[src/rtl/pll_seq_pkg.sv]
// Shared types and helpers for the PLL lock sequencer.
package pll_seq_pkg;

    typedef enum logic [2:0] {
        ST_PLLRST = 3'd0,
        ST_WAIT   = 3'd1,
        ST_STABLE = 3'd2,
        ST_HOLD   = 3'd3,
        ST_RUN    = 3'd4,
        ST_FAIL   = 3'd5
    } seq_state_t;

    // Counter width needed to reach (largest count - 1); at least one bit.
    function automatic int unsigned cnt_width(input int unsigned a,
                                              input int unsigned b,
                                              input int unsigned c,
                                              input int unsigned d);
        int unsigned m;
        m = a;
        if (b > m) m = b;
        if (c > m) m = c;
        if (d > m) m = d;
        return (m < 2) ? 1 : $clog2(m);
    endfunction

endpackage

[src/rtl/pll_lock_sequencer_if.sv]
// Signal bundle between the sequencer, the PLL and the PLL clock domain.
interface pll_lock_sequencer_if;
    logic       pll_lock;
    logic       pll_resetb;
    logic       sys_reset;
    logic       locked;
    logic       fail;
    logic [3:0] retries;

    modport master (
        input  pll_lock,
        output pll_resetb, sys_reset, locked, fail, retries
    );

    modport slave (
        output pll_lock,
        input  pll_resetb, sys_reset, locked, fail, retries
    );
endinterface

[src/rtl/pll_seq_sync.sv]
// Two-flop synchroniser for the asynchronous PLL LOCK pin.
module pll_seq_sync (
    input  logic clock,
    input  logic reset,
    input  logic din,
    output logic dout
);
    logic meta;

    // Shift the raw input through two flops; cleared by reset.
    always_ff @(posedge clock) begin
        if (reset) begin
            meta <= 1'b0;
            dout <= 1'b0;
        end else begin
            meta <= din;
            dout <= meta;
        end
    end
endmodule

[src/rtl/pll_lock_sequencer.sv]
// PLL reset / lock qualification sequencer for an iCE40 SB_PLL40.
// Optional build macro PLL_SEQ_RELOCK_EN: loss of lock in RUN restarts the
// full sequence with a PLL reset pulse instead of re-qualifying lock.
module pll_lock_sequencer
    import pll_seq_pkg::*;
#(
    parameter int unsigned PLL_RST_CYCLES     = 16,
    parameter int unsigned LOCK_TIMEOUT       = 65535,
    parameter int unsigned LOCK_STABLE_CYCLES = 1024,
    parameter int unsigned RESET_HOLD_CYCLES  = 256,
    parameter int unsigned MAX_RETRIES        = 3
) (
    input  logic                  clock,
    input  logic                  reset,
    pll_lock_sequencer_if.master  bus
);
    localparam int unsigned CW = cnt_width(PLL_RST_CYCLES, LOCK_TIMEOUT,
                                           LOCK_STABLE_CYCLES, RESET_HOLD_CYCLES);

    localparam logic [CW-1:0] RST_LAST    = CW'(PLL_RST_CYCLES - 1);
    localparam logic [CW-1:0] TO_LAST     = CW'(LOCK_TIMEOUT - 1);
    localparam logic [CW-1:0] STABLE_LAST = CW'(LOCK_STABLE_CYCLES - 1);
    localparam logic [CW-1:0] HOLD_LAST   = CW'(RESET_HOLD_CYCLES - 1);
    localparam logic [3:0]    MAX_R       = 4'(MAX_RETRIES);

    seq_state_t    state, state_nx;
    logic [CW-1:0] cnt, cnt_nx;
    logic [3:0]    retries_q, retries_nx;
    logic          lock_s;

    logic pll_resetb_q, sys_reset_q, locked_q, fail_q;
    logic pll_resetb_nx, sys_reset_nx, locked_nx, fail_nx;

    pll_seq_sync u_sync (
        .clock (clock),
        .reset (reset),
        .din   (bus.pll_lock),
        .dout  (lock_s)
    );

    // Next state, counter, retry count and the Moore outputs of the next state.
    always_comb begin
        state_nx   = state;
        retries_nx = retries_q;

        case (state)
            ST_PLLRST: begin
                if (cnt == RST_LAST) state_nx = ST_WAIT;
            end
            ST_WAIT: begin
                if (lock_s) begin
                    state_nx = ST_STABLE;
                end else if (cnt == TO_LAST) begin
                    retries_nx = (retries_q == MAX_R) ? retries_q : retries_q + 4'd1;
                    state_nx   = (retries_nx == MAX_R) ? ST_FAIL : ST_PLLRST;
                end
            end
            ST_STABLE: begin
                if (!lock_s)                 state_nx = ST_WAIT;
                else if (cnt == STABLE_LAST) state_nx = ST_HOLD;
            end
            ST_HOLD: begin
                if (!lock_s)               state_nx = ST_WAIT;
                else if (cnt == HOLD_LAST) state_nx = ST_RUN;
            end
            ST_RUN: begin
                if (!lock_s) begin
`ifdef PLL_SEQ_RELOCK_EN
                    state_nx   = ST_PLLRST;
                    retries_nx = '0;
`else
                    state_nx   = ST_WAIT;
`endif
                end
            end
            ST_FAIL: begin
                state_nx = ST_FAIL;
            end
            default: begin
                state_nx = ST_PLLRST;
            end
        endcase

        if (state_nx == ST_RUN && state != ST_RUN) retries_nx = '0;

        if (state_nx != state)
            cnt_nx = '0;
        else if (state == ST_RUN || state == ST_FAIL)
            cnt_nx = cnt;
        else
            cnt_nx = cnt + CW'(1);

        // Outputs are decoded from the next state so they register together with it.
        pll_resetb_nx = (state_nx != ST_PLLRST);
        sys_reset_nx  = (state_nx != ST_RUN);
        locked_nx     = (state_nx == ST_RUN);
        fail_nx       = (state_nx == ST_FAIL);
    end

    // State, counter, retry and output registers.
    always_ff @(posedge clock) begin
        if (reset) begin
            state        <= ST_PLLRST;
            cnt          <= '0;
            retries_q    <= '0;
            pll_resetb_q <= 1'b0;
            sys_reset_q  <= 1'b1;
            locked_q     <= 1'b0;
            fail_q       <= 1'b0;
        end else begin
            state        <= state_nx;
            cnt          <= cnt_nx;
            retries_q    <= retries_nx;
            pll_resetb_q <= pll_resetb_nx;
            sys_reset_q  <= sys_reset_nx;
            locked_q     <= locked_nx;
            fail_q       <= fail_nx;
        end
    end

    assign bus.pll_resetb = pll_resetb_q;
    assign bus.sys_reset  = sys_reset_q;
    assign bus.locked     = locked_q;
    assign bus.fail       = fail_q;
    assign bus.retries    = retries_q;

endmodule
[src/flat_wrapper.sv]
// flat-port wrapper written by rule: the top's interface ports become plain ports
module pll_lock_sequencer_flat import pll_seq_pkg::*;
#(
    parameter int unsigned PLL_RST_CYCLES     = 16,
    parameter int unsigned LOCK_TIMEOUT       = 65535,
    parameter int unsigned LOCK_STABLE_CYCLES = 1024,
    parameter int unsigned RESET_HOLD_CYCLES  = 256,
    parameter int unsigned MAX_RETRIES        = 3
)
  (clock, reset, bus_pll_lock, bus_pll_resetb, bus_sys_reset, bus_locked, bus_fail, bus_retries);
  pll_lock_sequencer_if bus_i ();
  input  logic clock;
  input  logic reset;
  input wire logic [$bits(bus_i.pll_lock)-1:0] bus_pll_lock;
  output wire logic [$bits(bus_i.pll_resetb)-1:0] bus_pll_resetb;
  output wire logic [$bits(bus_i.sys_reset)-1:0] bus_sys_reset;
  output wire logic [$bits(bus_i.locked)-1:0] bus_locked;
  output wire logic [$bits(bus_i.fail)-1:0] bus_fail;
  output wire logic [$bits(bus_i.retries)-1:0] bus_retries;
  assign bus_i.pll_lock = bus_pll_lock;
  assign bus_pll_resetb = bus_i.pll_resetb;
  assign bus_sys_reset = bus_i.sys_reset;
  assign bus_locked = bus_i.locked;
  assign bus_fail = bus_i.fail;
  assign bus_retries = bus_i.retries;
  pll_lock_sequencer #(.PLL_RST_CYCLES(PLL_RST_CYCLES), .LOCK_TIMEOUT(LOCK_TIMEOUT), .LOCK_STABLE_CYCLES(LOCK_STABLE_CYCLES), .RESET_HOLD_CYCLES(RESET_HOLD_CYCLES), .MAX_RETRIES(MAX_RETRIES)) u_core (.clock(clock), .reset(reset), .bus(bus_i));
endmodule
[config.mk]
export PLATFORM = sky130hd
export DESIGN_NAME = pll_lock_sequencer_flat
export DESIGN_NICKNAME = d
export VERILOG_FILES = /design/src/rtl/pll_seq_pkg.sv /design/src/rtl/pll_lock_sequencer_if.sv /design/src/rtl/pll_seq_sync.sv /design/src/rtl/pll_lock_sequencer.sv /design/src/flat_wrapper.sv
export SDC_FILE = /design/constraint.sdc
export NUM_CORES = 1
export LEC_CHECK = 0
export CORE_MARGIN = 10
export CORE_UTILIZATION = 59
export CTS_BUF_LIST = sky130_fd_sc_hd__clkbuf_2
export CTS_CLUSTER_DIAMETER = 120
export DETAILED_ROUTE_END_ITERATION = 12
export PLACE_DENSITY = 0.8
export SYNTH_ARGS = -nofsm -noshare
export SYNTH_HDL_FRONTEND = slang
export SYNTH_SLANG_ARGS = --single-unit
[constraint.sdc]
create_clock -name clock -period 2.7 [get_ports clock]
set_input_delay 0.675 -clock clock [delete_from_list [all_inputs] [get_ports clock]]
set_output_delay 0.675 -clock clock [all_outputs]
set_load 0.02 [all_outputs]
Yosys cells after proc, flatten, opt, wreduce, memory -nomap -nowiden
Index checks and enable logic that the tools add are counted.

Flip-flop bits (word level): 29. Logic and storage cells: 46.

$add $sub $neg: 2. Eq/ne operators: 16. Mux-type cells: 11. Bitwise gates (word level): 1. Reduce and logical (&&, ||, !) cells: 7.

Operator list (number): 2-to-1 mux 3 bit (9); one-hot mux 3 bit (6 select lines) (1); adder 16 x 1 -> 16 bit, second input constant (1); equality test 16 x 10 -> 1 bit, second input constant (1); equality test 16 bit, second input constant (1); equality test 16 x 4 -> 1 bit, second input constant (1); equality test 16 x 8 -> 1 bit, second input constant (1); equality test 3 bit, second input constant (4); equality test 4 x 2 -> 1 bit, second input constant (2); equality test 3 x 2 -> 1 bit, second input constant (2); != test 3 bit, second input constant (2); adder 4 x 1 -> 4 bit, second input constant (1); 2-to-1 mux 4 bit (1); OR reduction 2 bit (2); equality test 3 x 1 -> 1 bit, second input constant (1); logical NOT 3 bit (1); != test 3 bit (1); AND reduction 3 bit (1); nonzero test 3 bit (1); logical AND 1 bit (1); logical OR 1 bit (1); inverter 1 bit (1).

Depth between registers and ports, before layout
Gate-level depths: netlist of run 1.

Depth after elaboration: 10. Mapped depth: 9. Gate-level depth less buffers: 8.

Hierarchy
From an unflattened synthesis of run 1, not the netlist that was laid out.

Cell total of the unflattened synthesis: 188. Area total of the unflattened synthesis: 1612.8 um^2.

By module, submodules not included: pll_lock_sequencer (instances 1, cells each 184, area an instance 1560.2 um^2, sequential area each 540.5 um^2); pll_seq_sync (instances 1, cells each 4, area an instance 52.6 um^2, sequential area each 40.0 um^2).

Least setup slack after synthesis of run 1
No wires, ideal clock.

Path type: register -> register. From: register u_core.retries_q[0] (netlist: u_core.bus.retries[0]). To: register u_core.cnt[6]. Setup time: 115 ps. Data arrival time: 2070 ps. Required time: 2585 ps. Path slack: 515 ps. Cell stages (with the launch flop): 8. Buffers on the path: 1. Period minus slack after synthesis: 2185 ps. Cells stage by stage: dfxtp_1 -> ha_1 -> or4b_1 -> a31oi_2 -> a2111oi_1 -> mux2i_2 -> buf_6 -> nor2_1.

Cells in the longest elaborated chain, start to end: 9. Elaborated cells on any way between the ends: 10. Those cells by class: 1 x add/sub; 3 x eq/ne; 5 x mux; 1 x reduce/logical.

Ends and longest elaborated chain: start, declared (line pll_lock_sequencer.sv:28) `logic [3:0] retries_q, retries_nx;`; start signal, assigned (line pll_lock_sequencer.sv:113) `retries_q <= retries_nx;`; adder 4 x 1 -> 4 bit or equality test 4 x 2 -> 1 bit (tied branches) (line pll_lock_sequencer.sv:54) `retries_nx = (retries_q == MAX_R) ? retries_q : retries_q + 4'd1;`; 2-to-1 mux 4 bit * (line pll_lock_sequencer.sv:54); equality test 4 x 2 -> 1 bit * (line pll_lock_sequencer.sv:55) `state_nx = (retries_nx == MAX_R) ? ST_FAIL : ST_PLLRST;`; 2-to-1 mux 3 bit * (line pll_lock_sequencer.sv:55); 2-to-1 mux 3 bit * (line pll_lock_sequencer.sv:53) `end else if (cnt == TO_LAST) begin`; 2-to-1 mux 3 bit * (line pll_lock_sequencer.sv:51) `if (lock_s) begin`; one-hot mux 3 bit (6 select lines) * (line pll_lock_sequencer.sv:46) `case (state)`; != test 3 bit * (line pll_lock_sequencer.sv:86) `if (state_nx != state)`; OR reduction 2 bit (no source line) *; end signal, assigned (line pll_lock_sequencer.sv:112) `cnt <= cnt_nx;`; end, declared (line pll_lock_sequencer.sv:27) `logic [CW-1:0] cnt, cnt_nx;`.

Every way passes the cells marked *; elsewhere a longest branch is shown, timed or not. A chain may end at the register's enable or synchronous reset.

Worst setup path in the final report of run 1
From: register u_core.cnt[0]. To: register u_core.cnt[1].

Cells in the longest elaborated chain, start to end: 6. Elaborated cells on any way between the ends: 15. Those cells by class: 1 x add/sub; 5 x eq/ne; 8 x mux; 1 x reduce/logical.

Ends and longest elaborated chain: equality test 16 x 8 -> 1 bit (tied with other cells) (line pll_lock_sequencer.sv:64) `else if (cnt == HOLD_LAST) state_nx = ST_RUN;`; 2-to-1 mux 3 bit, on equally long branches (line pll_lock_sequencer.sv:64, pll_lock_sequencer.sv:53, pll_lock_sequencer.sv:60); 2-to-1 mux 3 bit, on equally long branches (line pll_lock_sequencer.sv:63, pll_lock_sequencer.sv:51, pll_lock_sequencer.sv:59); one-hot mux 3 bit (6 select lines) (line pll_lock_sequencer.sv:46); != test 3 bit (line pll_lock_sequencer.sv:86); OR reduction 2 bit (no source line).

Parallel ways exist; a longest one is shown, timed or not.

==> results of run 1 <==
-- worst max-delay path, cell delays in order (launching register included) --
cell and delay [ns]:
dfxtp_1 0.43, ha_1 0.21, and4b_1 0.25, nand3_1 0.09, nor4_1 0.49, nor4_1 0.13, mux2i_2 0.17, buf_4 0.23
a211oi_1 0.07
-- layer usage --
layer	wire [um]	share of wire [%]	vias up	track usage [%]
met3	210	7.4	4	5.85
met2	1300	46	33	17.9
met5	0	0	-	0
met1	1290	45	539	15.5
met4	41	1.4	0	5.32
li1	-	-	617	-
-- logic make-up after synthesis --
kind of cell | count (synthesis)
buffers and inverters | 9
adder cells (fa/ha/maj) | 4
AND/OR/NAND/NOR | 92
XOR/XNOR | 16
multiplexers | 2
AO/OA/AOI/OAI | 13
flip-flops | 29
-- layout make-up --
cell class	count	share of cell area, %
clock buffer	6	1.88
sequential	29	36.3
multi-input combinational	127	51.5
clock inverter	1	0.235
inverter	3	0.704
timing repair buffer	12	7.19
tap	28	2.19
-- stage by stage --
step | std cells | setup slack (ns) | power, uW | util, %
2_1_floorplan | 165 | 0.515 | 467 | -
3_3_place_gp | 199 | 0.563 | 474 | 68.8
3_5_place_dp | 199 | 0.544 | 476 | 68.8
4_1_cts | 206 | 0.522 | 668 | 70.3
5_1_grt | 206 | 0.286 | 693 | 70.3
6_report | 206 | 0.514 | 659 | 70.3
-- worst min path at each step --
stage                                   from                 end  depth (start not counted)
final                     u_core.u_sync.meta  u_core.u_sync.dout                          1
after global routing      u_core.u_sync.meta  u_core.u_sync.dout                          1
after CTS                 u_core.u_sync.meta  u_core.u_sync.dout                          1
after detailed placement  u_core.u_sync.meta  u_core.u_sync.dout                          1
after global placement    u_core.u_sync.meta  u_core.u_sync.dout                          1
after floorplan           u_core.u_sync.meta  u_core.u_sync.dout                          1
-- flip-flops by register name, summed over array words and instances (netlist names) --
register,count
u_core.bus.fail,1
u_core.bus.locked,1
u_core.bus.pll_resetb,1
u_core.bus.retries,4
u_core.bus.sys_reset,1
u_core.cnt,16
u_core.state,3
u_core.u_sync.dout,1
u_core.u_sync.meta,1
-- Yosys cell counts (2+ instances only) --
library cell  number
nor4_1             3
inv_1              3
nor4_2             2
nand4_1            9
nor2_1            31
dfxtp_1           29
xor2_1            13
buf_2              4
nor2b_1            3
nand3_1            7
nand2_1           10
xnor2_1            3
a21oi_1            4
and4_1             2
nand2b_1           3
ha_1               3
and4b_1            2
and2_1             2
nand4b_1           2
a211oi_1           2
nor3_1             5
-- cell usage in the layout, fill, tap and decap left out, drive strengths merged, types with 3 or more instances in the layout --
master,n
a21oi,4
and2,3
clkbuf,6
clkdlybuf4s50,10
dfxtp,29
ha,3
inv,3
nand2,10
nand2b,3
nand3,8
nand4,9
nor2,31
nor2b,3
nor3,5
nor4,5
xnor2,3
xor2,13
-- power by group through the flow --
stage	Sequential [uW]	Clock, uW	Combinational [uW]
6_report	440	193	26.3
5_1_grt	441	220	31.2
4_1_cts	440	201	26.6
3_5_place_dp	450	0	26.3
3_3_place_gp	449	0	25.0
2_1_floorplan	448	0	18.5
==> results_dict.tcl, run 1 <==
set metrics [dict create \
    rsz0062_at_grt "no" \
    p_comb_share_pct 4.0 \
    rows 17 \
    p_leak_uw 0.000583 \
    grt_pass1_vias 1080 \
    grt_overflow 0 \
    crit_type "flop to flop" \
    finalSetupViolations 0 \
    antenna_found_initial 0 \
    root_buffer "clkbuf_2" \
    core_area_sq_um 2280 \
    clkLatencyLatePin_ns 0.35 \
    drv_cap 0 \
    async_flop_share_pct 0 \
    grt_first_pass_wirelength_um 5100 \
    start_util_pct 63.8 \
    max_freq_mhz 457 \
    final-seq-area_sq_um 581 \
    syn_area_per_cell_sq_um 8.80 \
    r2r_end "u_core.cnt[1]" \
    slew_headroom_pct 64.1 \
    start_kind "flop" \
    worst-r2r-setup-slack_ns 0.51 \
    ys.flop_type "dfxtp_1" \
    finalHoldViolCount 0 \
    fin_nets 184 \
    outcome "finished, final reports clean" \
    p_int_uw 506 \
    worstReg2RegStart "u_core.cnt[0]" \
    htreeDepth 2 \
    seq_area_frac_synth_pct 40.0 \
    dp_hpwl_um 2100 \
    crit_arrival_ns 2.42 \
    viasPerCell 5.79 \
    clkTransAtPathRegs_ns 0.13 \
    drt_first_pass_iters 6 \
    power.density_nw_per_um2 412 \
    placed_cell_area_sq_um 1570 \
    synth_adder_area_share_pct 3.28 \
    clock_sink_count 29 \
    cts_setup_buffers 0 \
    whs_ns 0.464 \
    grt_use_total_pct 12.5 \
    synth_cell_types 44 \
    route.vias.total 1193 \
    drt_iter0_drc 107 \
    die_h_um 69.6 \
    yosys_warnings 0 \
    yosysTopAreaCellShare_pct 40.0 \
    port_buffers 10 \
    multi_input_area_sq_um 825 \
    switching_power_uw 153 \
    antenna_left 0 \
    muxShareOfSynthArea_pct 1.64 \
    grt_start_max_net_pins 17 \
    stdcell_area_sq_um 1600 \
    synth.largest_area_cell "dfxtp_1" \
    reg2reg_depth 8 \
    fin_crit_ns 2.19 \
    areaGrowthSynthToFinish_pct 10.3 \
    fill_cells 167 \
    cts_buffer_depth 2 \
    cts_inserted_buffers 5 \
    yosys-top-cells-area "dfxtp_1 (40%), nor2_1 (8.0%), xor2_1 (7.8%)" \
    dieArea_sq_um 4840 \
    path_max_fanout 16 \
    swShare_pct 23.2 \
    postCtsResizedCells 0 \
    synth_top_family_by_area "simple AND/OR/NAND/NOR gates" \
    crit_path_end "u_core.cnt[1]" \
    cp-startpoint "u_core.cnt[0]" \
    cts_tree "built" \
    finalClockSkew_ns 0.0111 \
    synth_xor_area_share_pct 9.66 \
    fin_crit_sh_pct 81.0 \
    wl_per_cell_um 13.8 \
    vdd_drop_max_v 0.000413 \
    holdBufCountCts 0 \
    clockPowerShare_pct 29.2 \
    pwr-share-seq_pct 66.8 \
    synth_area_sq_um 1450 \
    drc 0 \
    synth-seq-cells 29 \
    endpoint_kind "flop" \
    hold_path.class "flop to flop" \
    slew_violations 0 \
    n_antenna_cell 0 \
    fin_tns_setup_ns 0 \
    synth_compound_area_share_pct 6.90 \
    ios 11 \
    synth_edf_count 0 \
    syn_inst 165 \
    routed_wirelength_um 2840 \
    die_x_um 69.6 \
    cp.required_ns 2.93 \
    gp_congestion 0.795 \
    yosys.area_share.simple_pct 35.3 \
    drive_gt1_share_pct 9.55 \
    tightest_slew_ns 0.534 \
    synth.net_count 171 \
]
No activity file was read; power rests on OpenSTA's default activity.
==> run 2, diff against run 1 <==
==> constraint.sdc (replaced) <==
create_clock -name clock -period 2.1 [get_ports clock]
set_input_delay 0.525 -clock clock [delete_from_list [all_inputs] [get_ports clock]]
set_output_delay 0.525 -clock clock [all_outputs]
set_load 0.02 [all_outputs]
==> run 2 against run 1 <==
Critical path depth up 1. Critical path type unchanged. Register-to-register slack worse by 0.43 ns. Combinational power up 61%. Clock-buffer cell count down 1.
==> results_dict.tcl, run 2 (same netlist as run 1, synthesis figures left out) <==
set metrics [dict create \
    max_stage_delay_ns 0.39 \
    drv_cap 0 \
    cts_buffer_depth 2 \
    crit_type "flop to flop" \
    areaGrowthSynthToFinish_pct 23.0 \
    worstHoldPathCells 1 \
    root_buffer "clkbuf_2" \
    die_h_um 69.6 \
    rsz0062_at_grt "yes" \
    route.vias.total 1291 \
    whs_ns 0.457 \
    fin_crit_sh_pct 96.1 \
    holdBufCountCts 0 \
    fin_ws_ns 0.0829 \
    grt_use_total_pct 12.1 \
    hold_end "u_core.u_sync.dout" \
    path_cells "ha_2 -> and4b_2 -> buf_4 -> nand3_1 -> nor4_4 -> nor4_2 -> mux2i_4 -> buf_6 -> a211oi_2" \
    start_util_pct 63.8 \
    fin_crit_ns 2.02 \
    worstReg2RegStart "u_core.cnt[0]" \
    hold_start "u_core.u_sync.meta" \
    start_kind "flop" \
    top_register "u_core.cnt" \
    wl_per_cell_um 14.8 \
    n_antenna_cell 0 \
    die_x_um 69.6 \
    cp.required_ns 2.37 \
    grt_first_pass_wirelength_um 5020 \
    tightest_slew_ns 0.446 \
    core_area_sq_um 2280 \
    viasPerCell 5.95 \
    p_total_uw 867 \
    clock_sink_count 29 \
    rows 17 \
    worst_path_dominant_cell_family "simple AND/OR/NAND/NOR gates" \
    port_buffers 10 \
    critPathBufInv 2 \
    vdd_drop_max_v 0.000447 \
    antenna_left 0 \
    drc 0 \
    pre_cts_ws_ns -0.0519 \
    finalSetupViolations 0 \
    ios 11 \
    fin_nets 194 \
    routed_wirelength_um 3220 \
    finalClockSkew_ns 0.0157 \
    critPathSlowestCell "dfxtp_4" \
    grt_start_max_net_pins 11 \
    hold_path.class "flop to flop" \
    path_max_fanout 6 \
    grt_overflow 0 \
    dp_hpwl_um 2220 \
    worst-r2r-setup-slack_ns 0.08 \
    drt_first_pass_iters 4 \
    max_freq_mhz 496 \
    finalHoldViolCount 0 \
    p_leak_uw 0.000647 \
    clkTransAtPathRegs_ns 0.14 \
    antenna_found_initial 0 \
    cts_tree "built" \
    drt_iter0_drc 94 \
    endpoint_kind "flop" \
    grt_pass1_vias 1139 \
    slew_violations 0 \
    slew_headroom_pct 69.8 \
    crit_arrival_ns 2.29 \
    layout_commonest_cell "nor2_1" \
    power.density_nw_per_um2 486 \
    final_cell_mix "nor2_1 (31), dfxtp_1 (22), xor2_1 (13)" \
    dieArea_sq_um 4840 \
    clkLatencyLatePin_ns 0.36 \
    cts_inserted_buffers 5 \
    largest_reg_flops 16 \
    drive_gt1_share_pct 23.3 \
    r2r_end "u_core.cnt[1]" \
    fin_tns_setup_ns 0 \
    gp_congestion 0.901 \
    htreeDepth 2 \
    final_cell_count_no_fill 217 \
    place_inst 208 \
    reg2reg_depth 9 \
    outcome "finished, final reports clean" \
]
==> run 2: changes by cell type in the layout (fill, tap and decap cells not counted), moves of 2 or more <==
cell and change:
nor4_1 -2, dfxtp_4 +2, dfxtp_1 -7, buf_6 +2
nor3_2 +2, buf_4 +8, nor3_1 -2, dfxtp_2 +5
==> run 2: worst max path at each step <==
| stage | from | end | slack (ns) | cells after the start |
|---|---|---|---|---|
| after detailed placement | u_core.cnt[0] | u_core.cnt[1] | -0.05 | 8 |
| after floorplan | u_core.bus.retries[0] | u_core.cnt[6] | 0.04 | 7 |
| after global routing | u_core.cnt[0] | u_core.bus.pll_resetb | -0.03 | 8 |
| final | u_core.cnt[0] | u_core.cnt[1] | 0.08 | 9 |
| after CTS | u_core.cnt[0] | u_core.cnt[1] | 0.02 | 8 |
| after global placement | u_core.cnt[0] | u_core.cnt[1] | 0.08 | 8 |
==> run 2: power by group <==
| part | internal, uW | leakage [uW] | switching (uW) |
|---|---|---|---|
| sequential | 557 | 0.000238 | 8.87 |
| combinational | 21.7 | 0.000381 | 20.7 |
| clock | 72.6 | 0.0000278 | 186 |
==> run 2: timing repair <==
| action | 4_1_cts | 5_1_grt |
|---|---|---|
| pin swaps | 0 | 5 |
| buffers inserted | 0 | 1 |
| resized for setup | 3 | 20 |
| setup endpoints to repair | 12 | 23 |
==> run 2: per-stage QoR <==
step | instance area (sq um) | util, %
final | 1790 | 78.4
after global routing | 1790 | 78.4
after CTS | 1690 | 74.1
after detailed placement | 1640 | 71.9
after global placement | 1640 | 71.9
after floorplan | 1450 | -
==> run 2: cell type report <==
cell class / count / area (sq um)
fill: 144 / 490
multi-input combinational: 127 / 910
inverter: 3 / 11.3
clock inverter: 3 / 12.5
tap: 28 / 35.0
timing repair buffer: 22 / 198
clock buffer: 5 / 25.0
sequential: 29 / 594
==> run 2: routing by layer <==
layer	share of wire, %	track usage, %	up-vias
met5	0	0	-
met4	1.4	3.77	0
met3	5.0	4.56	8
met2	48	19.1	30
met1	45	14.7	616
li1	-	-	637
